### src/rtl/aes_kat_pkg.sv
`default_nettype none
// ============================================================================
// Module      : aes_kat_pkg
// Description : Shared state encoding, FIPS-197 vectors and widths for the
//               AES known-answer-test sequencer.
// Revision    : 1.0 - initial release
// ============================================================================
package aes_kat_pkg;

    typedef enum logic [2:0] {
        S_IDLE     = 3'd0,
        S_LOAD     = 3'd1,
        S_ENC_WAIT = 3'd2,
        S_DEC_WAIT = 3'd3,
        S_NEXT     = 3'd4,
        S_DONE     = 3'd5
    } state_t;

    localparam int CNT_W     = 3;
    localparam int MASK_W    = 4;
    localparam int IDX_W     = 2;
    localparam int KEY_MAX_W = 256;

    // Every v0 key is a leading slice of this byte sequence.
    localparam logic [KEY_MAX_W-1:0] C_KEY_SEQ =
        256'h000102030405060708090a0b0c0d0e0f101112131415161718191a1b1c1d1e1f;
    localparam logic [127:0] C_KEY128_V1 = 128'h2b7e151628aed2a6abf7158809cf4f3c;

    localparam logic [127:0] C_PT_V0     = 128'h00112233445566778899aabbccddeeff;
    localparam logic [127:0] C_PT_V1     = 128'h3243f6a8885a308d313198a2e0370734;
    localparam logic [127:0] C_CT128_V0  = 128'h69c4e0d86a7b0430d8cdb78070b4c55a;
    localparam logic [127:0] C_CT128_V1  = 128'h3925841d02dc09fbdc118597196a0b32;
    localparam logic [127:0] C_CT192_V0  = 128'hdda97ca4864cdfe06eaf70a0ec0d7191;
    localparam logic [127:0] C_CT256_V0  = 128'h8ea2b7ca516745bfeafc49904b496089;

    function automatic int num_vec(input int nk);
        return (nk == 4) ? 2 : 1;
    endfunction

endpackage
`default_nettype wire

### src/rtl/aes_kat_rom.sv
`default_nettype none
// ============================================================================
// Module      : aes_kat_rom
// Description : Combinational (Nk, idx) -> {key, pt, ct} vector lookup.
// Revision    : 1.0 - initial release
// ============================================================================
module aes_kat_rom
    import aes_kat_pkg::*;
#(
    parameter int Nk = 4
) (
    input  logic [IDX_W-1:0]   idx,
    output logic [Nk*32-1:0]   key,
    output logic [127:0]       pt,
    output logic [127:0]       ct
);

    localparam int KEY_W = Nk * 32;

    always_comb begin
        key = KEY_W'(C_KEY_SEQ >> (KEY_MAX_W - KEY_W));
        pt  = C_PT_V0;
        ct  = C_CT128_V0;
        if (Nk == 8) begin
            ct = C_CT256_V0;
        end else if (Nk == 6) begin
            ct = C_CT192_V0;
        end else if (idx == IDX_W'(1)) begin
            key = KEY_W'(C_KEY128_V1);
            pt  = C_PT_V1;
            ct  = C_CT128_V1;
        end
    end

endmodule
`default_nettype wire

### src/rtl/aes_kat_sequencer.sv
`default_nettype none
// ============================================================================
// Module      : aes_kat_sequencer
// Description : Runs every FIPS-197 vector of the configured key size through
//               the AES datapath (encrypt then decrypt) and scores the results.
// Revision    : 1.0 - initial release
// ============================================================================
module aes_kat_sequencer
    import aes_kat_pkg::*;
#(
    parameter int Nk      = 4,
    parameter int Nr      = 10,
    parameter int TIMEOUT = 4096
) (
    input  logic                clk,
    input  logic                reset,
    input  logic                start,
    input  logic                done_out_Enc,
    input  logic                done_out_Dec,
    input  logic [127:0]        data_out,
    output logic                core_reset,
    output logic [127:0]        data_in,
    output logic [Nk*32-1:0]    key_in,
    output logic                busy,
    output logic                run_done,
    output logic [CNT_W-1:0]    pass_count,
    output logic [CNT_W-1:0]    fail_count,
    output logic [MASK_W-1:0]   fail_mask,
    output logic                timeout_flag
);

    localparam int                NUM_VEC    = num_vec(Nk);
    localparam int                TMR_W      = (TIMEOUT > 1) ? $clog2(TIMEOUT) : 1;
    localparam logic [TMR_W-1:0]  C_TMR_LAST = TMR_W'(TIMEOUT - 1);
    localparam logic [IDX_W-1:0]  C_IDX_LAST = IDX_W'(NUM_VEC - 1);

    // Nr configures only the external datapath.
    if (Nr > 0) begin : g_nr_passthrough
    end

    state_t              r_state, w_state_next;
    logic [IDX_W-1:0]    r_idx, w_idx_next;
    logic [TMR_W-1:0]    r_timer, w_timer_next;
    logic                r_enc_ok, w_enc_ok_next;
    logic                r_dec_ok, w_dec_ok_next;
    logic [127:0]        w_data_in_next;
    logic [Nk*32-1:0]    w_key_in_next;
    logic                w_core_reset_next, w_busy_next, w_run_done_next;
    logic [CNT_W-1:0]    w_pass_next, w_fail_next;
    logic [MASK_W-1:0]   w_mask_next;
    logic                w_tflag_next;
    logic                w_timer_last;
    logic [Nk*32-1:0]    w_rom_key;
    logic [127:0]        w_rom_pt, w_rom_ct;

    aes_kat_rom #(.Nk(Nk)) u_rom (
        .idx (r_idx),
        .key (w_rom_key),
        .pt  (w_rom_pt),
        .ct  (w_rom_ct)
    );

    always_ff @(posedge clk) begin
        if (reset) begin
            r_state      <= S_IDLE;
            r_idx        <= '0;
            r_timer      <= '0;
            r_enc_ok     <= 1'b0;
            r_dec_ok     <= 1'b0;
            core_reset   <= 1'b1;
            busy         <= 1'b0;
            run_done     <= 1'b0;
            data_in      <= C_PT_V0;
            key_in       <= C_KEY_SEQ[KEY_MAX_W-1 -: Nk*32];
            pass_count   <= '0;
            fail_count   <= '0;
            fail_mask    <= '0;
            timeout_flag <= 1'b0;
        end else begin
            r_state      <= w_state_next;
            r_idx        <= w_idx_next;
            r_timer      <= w_timer_next;
            r_enc_ok     <= w_enc_ok_next;
            r_dec_ok     <= w_dec_ok_next;
            core_reset   <= w_core_reset_next;
            busy         <= w_busy_next;
            run_done     <= w_run_done_next;
            data_in      <= w_data_in_next;
            key_in       <= w_key_in_next;
            pass_count   <= w_pass_next;
            fail_count   <= w_fail_next;
            fail_mask    <= w_mask_next;
            timeout_flag <= w_tflag_next;
        end
    end

    always_comb begin
        w_state_next   = r_state;
        w_idx_next     = r_idx;
        w_timer_next   = r_timer;
        w_enc_ok_next  = r_enc_ok;
        w_dec_ok_next  = r_dec_ok;
        w_data_in_next = data_in;
        w_key_in_next  = key_in;
        w_pass_next    = pass_count;
        w_fail_next    = fail_count;
        w_mask_next    = fail_mask;
        w_tflag_next   = timeout_flag;
        w_timer_last   = (r_timer == C_TMR_LAST);

        case (r_state)
            S_IDLE, S_DONE: begin
                if (start) begin
                    w_state_next = S_LOAD;
                    w_idx_next   = '0;
                    w_pass_next  = '0;
                    w_fail_next  = '0;
                    w_mask_next  = '0;
                    w_tflag_next = 1'b0;
                end
            end
            S_LOAD: begin
                w_data_in_next = w_rom_pt;
                w_key_in_next  = w_rom_key;
                w_timer_next   = '0;
                w_enc_ok_next  = 1'b0;
                w_dec_ok_next  = 1'b0;
                w_state_next   = S_ENC_WAIT;
            end
            // A done strobe on the last timer cycle still counts.
            S_ENC_WAIT: begin
                if (done_out_Enc) begin
                    w_enc_ok_next  = (data_out == w_rom_ct);
                    w_data_in_next = w_rom_ct;
                    w_timer_next   = '0;
                    w_state_next   = S_DEC_WAIT;
                end else if (w_timer_last) begin
                    w_tflag_next = 1'b1;
                    w_state_next = S_NEXT;
                end else begin
                    w_timer_next = r_timer + 1'b1;
                end
            end
            S_DEC_WAIT: begin
                if (done_out_Dec) begin
                    w_dec_ok_next = (data_out == w_rom_pt);
                    w_state_next  = S_NEXT;
                end else if (w_timer_last) begin
                    w_tflag_next = 1'b1;
                    w_state_next = S_NEXT;
                end else begin
                    w_timer_next = r_timer + 1'b1;
                end
            end
            S_NEXT: begin
                if (r_enc_ok && r_dec_ok) begin
                    w_pass_next = pass_count + 1'b1;
                end else begin
                    w_fail_next        = fail_count + 1'b1;
                    w_mask_next[r_idx] = 1'b1;
                end
                if (r_idx == C_IDX_LAST) begin
                    w_state_next = S_DONE;
                end else begin
                    w_idx_next   = r_idx + 1'b1;
                    w_state_next = S_LOAD;
                end
            end
            default: w_state_next = S_IDLE;
        endcase

        w_core_reset_next = !((w_state_next == S_ENC_WAIT) || (w_state_next == S_DEC_WAIT));
        w_busy_next       = (w_state_next == S_LOAD) || (w_state_next == S_ENC_WAIT) ||
                            (w_state_next == S_DEC_WAIT) || (w_state_next == S_NEXT);
        w_run_done_next   = (w_state_next == S_DONE);
    end

endmodule
`default_nettype wire

### config.mk
export PLATFORM = sky130hd
export DESIGN_NAME = aes_kat_sequencer
export DESIGN_NICKNAME = d
export VERILOG_FILES = /design/src/rtl/aes_kat_pkg.sv /design/src/rtl/aes_kat_rom.sv /design/src/rtl/aes_kat_sequencer.sv
export SDC_FILE = /design/constraint.sdc
export NUM_CORES = 1
export LEC_CHECK = 0
export BUFFER_PORTS_ARGS = -buffer_cell sky130_fd_sc_hd__clkbuf_2
export CELL_PAD_IN_SITES_DETAIL_PLACEMENT = 0
export CELL_PAD_IN_SITES_GLOBAL_PLACEMENT = 1
export CORE_MARGIN = 8
export CORE_UTILIZATION = 42
export CTS_CLUSTER_DIAMETER = 30
export DETAILED_ROUTE_END_ITERATION = 7
export PLACE_DENSITY = 0.82
export SLEW_MARGIN = 20
export SYNTH_ARGS = -nofsm -noshare
export SYNTH_HDL_FRONTEND = slang
export SYNTH_HIERARCHICAL = 1
export SYNTH_SLANG_ARGS = --single-unit
### constraint.sdc
create_clock -name clk -period 6.4 [get_ports clk]
set_clock_uncertainty 0.2 [all_clocks]
set_input_delay 1.6 -clock clk [delete_from_list [all_inputs] [get_ports clk]]
set_output_delay 1.6 -clock clk [all_outputs]
set_load 0.05 [all_outputs]
-- Word-level counts from Yosys, hierarchy flattened
Index checks and enable logic that the tools add are counted.
- register bits: 289
- input bits: 133
- output and inout port bits: 270
- word-level logic and storage cells: 101
- add/subtract/negate cells: 4
- magnitude comparators: 2
- equality and inequality tests: 22
- muxes and demuxes: 37
- bitwise operators: 1
- reductions and logical operators: 21
- operators with widths (cell ; count):
    == test 128 bit ; 2
    one-hot mux 128 bit (2 select lines) ; 1
    two-way mux 126 bit ; 2
    two-way mux 128 bit ; 1
    two-way mux 127 bit ; 1
    two-way mux 12 bit ; 3
    one-hot mux 12 bit (3 select lines) ; 1
    two-way mux 3 bit ; 8
    != test 2 bit (second input constant) ; 8
    one-hot mux 3 bit (5 select lines) ; 1
    adder 12 x 1 -> 12 bit (second input constant) ; 1
    == test 12 bit (second input constant) ; 1
    == test 3 x 2 -> 1 bit (second input constant) ; 4
    == test 3 bit (second input constant) ; 4
    one-hot mux 3 bit (2 select lines) ; 2
    AND reduction 3 bit ; 3
    two-way mux 4 bit ; 2
    one-hot mux 4 bit (2 select lines) ; 1
    two-way mux 1 bit ; 7
    adder 3 x 1 -> 3 bit (second input constant) ; 2
    == test 3 x 1 -> 1 bit (second input constant) ; 2
    AND reduction 2 bit ; 3
    nonzero test 2 bit ; 3
    nonzero test 3 bit ; 2
    other kinds (16) ; 22

-- Longest topological paths before layout
- depth after elaboration: 8
- depth in mapped cells: 8
- depth with buffers taken out: 7

-- By module
Netlist, hierarchy kept.
- modules (own cells, without submodules) (module ; times used ; cells each ; area each (um2) ; seq. area each (um2)):
    aes_kat_sequencer ; 1 ; 1667 ; 14445.1 ; 5785.5
    aes_kat_rom ; 1 ; 386 ; 2887.8 ; 0.0

-- Least setup slack after synthesis
Ideal clock, no wire load.
- path kind: reg2reg
- from: register r_idx[0]
- to: register r_dec_ok
- library setup time: 0.088 ns
- arrival: 5.371 ns
- required time: 6.112 ns
- slack: 0.740 ns
- stages on the path, launching flop included: 9
- buffers on the path: 1
- period minus slack after synthesis: 5.660 ns
- cell sequence: dfxtp_1 -> nor2b_1 -> buf_4 -> xnor2_1 -> nand2_1 -> a2111oi_1 -> nand4_1 -> or3_1 -> o32ai_2
- longest elaborated chain between the ends: 5
- ends and longest elaborated chain (element ; RTL line ; RTL):
    start: declaration ; aes_kat_sequencer.sv:42 ; logic [IDX_W-1:0] r_idx, w_idx_next;
    start signal: assignment ; aes_kat_sequencer.sv:81 ; r_idx <= w_idx_next;
    == test 2 x 1 -> 1 bit ; aes_kat_rom.sv:28 ; end else if (idx == IDX_W'(1)) begin
    two-way mux 126 bit ; aes_kat_rom.sv:28 ;
    via w_rom_pt[81] ; aes_kat_sequencer.sv:54 ; logic [127:0] w_rom_pt, w_rom_ct;
    == test 128 bit ; aes_kat_sequencer.sv:146 ; w_dec_ok_next = (data_out == w_rom_pt);
    two-way mux 1 bit ; aes_kat_sequencer.sv:145 ; if (done_out_Dec) begin
    one-hot mux 1 bit (2 select lines) ; aes_kat_sequencer.sv:111 ; case (r_state)
    end signal: assignment ; aes_kat_sequencer.sv:84 ; r_dec_ok <= w_dec_ok_next;
    end: declaration ; aes_kat_sequencer.sv:45 ; logic r_dec_ok, w_dec_ok_next;
The timed path passes the listed nets, and every way through them passes these cells. The select of a mux whose other input is x is not followed.
A chain may end at the register's enable or synchronous reset.

-- Worst setup path in the final report
- from: register r_idx[0]
- to: register r_enc_ok
- longest elaborated chain between the ends: 5
- ends and longest elaborated chain (element ; RTL line ; RTL):
    == test 2 x 1 -> 1 bit ; aes_kat_rom.sv:28 ;
    two-way mux 127 bit ; aes_kat_rom.sv:28 ;
    via w_rom_ct[5] ; aes_kat_sequencer.sv:54 ;
    == test 128 bit ; aes_kat_sequencer.sv:133 ; w_enc_ok_next = (data_out == w_rom_ct);
    two-way mux 1 bit ; aes_kat_sequencer.sv:132 ; if (done_out_Enc) begin
    one-hot mux 1 bit (2 select lines) ; aes_kat_sequencer.sv:111 ;
    end signal: assignment ; aes_kat_sequencer.sv:83 ; r_enc_ok <= w_enc_ok_next;
    end: declaration ; aes_kat_sequencer.sv:44 ; logic r_enc_ok, w_enc_ok_next;
The timed path passes the listed nets, and every way through them passes these cells. The select of a mux whose other input is x is not followed.

==> metrics.txt <==
IO buf count 402; Pre-antenna DRT Iters 5; RSZ-0062 raised after global routing false; initial antenna violation count 13; CTS tree yes; clock root buffer clkbuf_16; reg2reg path depth 8; largest net degree at the start of global routing 133; crit share post-route 54.09%; Cell Area, Placed 17,530 µm²; Hold EP key_in[94]; share of post-route cells with drive strength above 1 24.76%; via/cell ratio 4.842; CP max FO 55; register area share after synthesis 33.38%; R2R Setup Slk 2940 ps; pin slew with the least headroom to its limit 1362 ps; Clock Sinks 289; H-tree depth 3; Post-Route WL 55,960 µm; Critical Path End Type flop; cts repair resizes 0; worst-case clock buffer depth 3; DP HPWL 41,810 µm; DRC 0; CP Class reg -> reg; Max IR drop VDD 357.6 µV; DR WL/cell 19.55 µm; setup_tns 0 ps; vias in the first global route 13,800; Hold Violations, Final 0; first-pass GRT wire length 82,460 µm; drt initial violations 1,038; crit path from r_idx[0]; total track usage 22.36%; post-synth top area cell dfxtp_1; Worst EP required 6700 ps; outcome complete, no violations; total CTS buffers 81; Die Ht 219.1 µm; Tmin final 3461 ps; FFs w/ async S/R, synth 0%; grt ovf 0; mapped cell area 17,330 µm²; number of placed I/O pins 403; worst path arrival time 3760 ps; Worst Hold Class reg -> reg; full die area 48,020 µm²; Worst setup SP type flop; max-capacitance violation count 0; core region area 40,830 µm²; Area Overhead vs Synth 18.53%; Post-synth EDFFs 0; FP Rows 74; R2R Path End r_enc_ok; fin. max-slew vios 0; hold_ws 249.9 ps; Post-CTS Hold Fix Bufs 0; Placer Congestion 0.9786; Fmax 288.9 MHz; post-CTS setup repair buffer count 0; Synth Flop Type dfxtp_1; Yosys reg bits 289; syn_area_per_cell 8.443 µm²; Clock transition at path regs 40 ps; antenna-violating nets left 0; synth warn 6; Min-Delay Path Depth 2; final instance area 20,540 µm²; Die Width 219.1 µm; Nets 2,397; initial core utilization 42.45%; post-synth top area share 33.38%; synth top area cells dfxtp_1, buf_4, xor2_1; relative slew slack 9.232%; Distinct cells, synth 52; Clk Latency, worst-skew pair 590 ps; Leak 8.866 nW; DR vias 13,860; pwr/cell area 410.5 nW/µm²; Cells after Synth 2,053; reg-to-reg startpoint r_idx[0]; Final setup viols 0; Hold Crit Start key_in[94]
[report_power, final]
part / switching, mW / total, mW / internal [mW] / leakage, nW
Sequential: 0.126 / 2.14 / 2.01 / 2.36
Combinational: 1.44 / 1.94 / 0.497 / 5.06
Clock: 1.22 / 4.36 / 3.14 / 1.44
Total: 2.78 / 8.43 / 5.65 / 8.87
[routing by layer]
metal	global-route usage [%]	wire [µm]	up-vias	part of all wire, %
met1	25.63	22370	6480	40
met4	7.918	1502	10	2.7
li1	-	-	6841	-
met3	7.311	4403	83	7.9
met2	38.58	27620	450	49
met5	0	63	-	0.11
[state kept, by name, indices dropped and copies added, names as in the netlist]
register,count
r_idx,2
fail_count,3
busy,1
r_timer,12
timeout_flag,1
r_enc_ok,1
r_dec_ok,1
pass_count,3
core_reset,1
fail_mask,4
key_in,128
r_state,3
data_in,128
run_done,1
[synth_stat cells (5+ instances only)]
| library cell | instances |
|---|---|
| nand2_1 | 332 |
| a21oi_1 | 109 |
| dfxtp_1 | 289 |
| nor2_1 | 91 |
| nand3_1 | 37 |
| nor3_1 | 10 |
| xor2_1 | 162 |
| nor4_1 | 47 |
| o211ai_1 | 65 |
| nand4_1 | 40 |
| buf_4 | 399 |
| buf_2 | 46 |
| mux2i_1 | 129 |
| ha_1 | 7 |
| o21ai_0 | 5 |
| a211oi_1 | 71 |
| nor2b_1 | 5 |
| xnor2_1 | 98 |
| inv_1 | 14 |
| clkbuf_1 | 42 |
[kinds of logic (layout without fill, tap and decap cells)]
kind of cell             Yosys count  in the layout  synth area share, %
buffers and inverters            505            580                20.00
AND/OR/NAND/NOR                  582            582                14.86
multiplexers                     129            129                7.450
flip-flops                       289            289                33.38
adder cells (fa/ha/maj)            7              7               0.5053
AO/OA/AOI/OAI                    279            279                10.63
XOR/XNOR                         260            260                13.14
other                              2            205              0.04333
[cell usage in the layout (no fill, tap or decap), drive strengths merged, types with 4 or more instances in the layout]
cell,Yosys,routed
nand4,40,40
nor4,48,48
nand3,38,38
conb,2,196
bufinv,0,16
nor2,92,92
buf,448,16
a21o,4,4
a211oi,71,71
nand2,332,332
clkinv,0,18
dfxtp,289,289
nor2b,5,5
clkbuf,42,507
o211ai,65,65
ha,7,7
xor2,162,162
mux2i,129,129
diode,0,9
inv,15,15
nor3,14,14
clkinvlp,0,8
o22ai,4,4
o21ai,8,8
xnor2,98,98
a21oi,112,112
[worst max-delay path by stage]
stage	end	slack [ps]	cells past startpoint
after global placement	r_enc_ok	2600	5
after floorplan	r_dec_ok	740	8
after CTS	data_in[121]	2830	7
final	r_enc_ok	2940	8
after global routing	r_enc_ok	2760	8
after detailed placement	fail_mask[3]	2550	4
[through the flow]
step / util [%] / cells / power [mW] / worst slack (ps)
3_5_place_dp: 42.93 / 2706 / 4.096 / 2554
4_1_cts: 50.25 / 2854 / 8.489 / 2834
2_1_floorplan: - / 2247 / 3.714 / 740.3
5_1_grt: 50.29 / 2859 / 8.754 / 2758
6_report: 50.32 / 2863 / 8.434 / 2939
3_3_place_gp: 42.93 / 2706 / 4.077 / 2595
[critical path, cell delays in order, from the launching register on]
cell and delay (ps):
dfxtp_1 490, nor2b_4 820, buf_12 370, xor2_1 120
nor4_1 680, nand4_1 160, nor3_1 200, nand4_1 120
o21ai_1 160
[layout make-up]
type	count	area (µm²)
antenna	9	22.52
tap	532	665.6
multi-input combinational	1453	8851
fill	3909	20290
clock inverter	42	708.2
clock buffer	106	2282
inverter	15	57.56
sequential	289	5786
timing repair buffer	417	2172
Power figures use the tool's default switching activity.
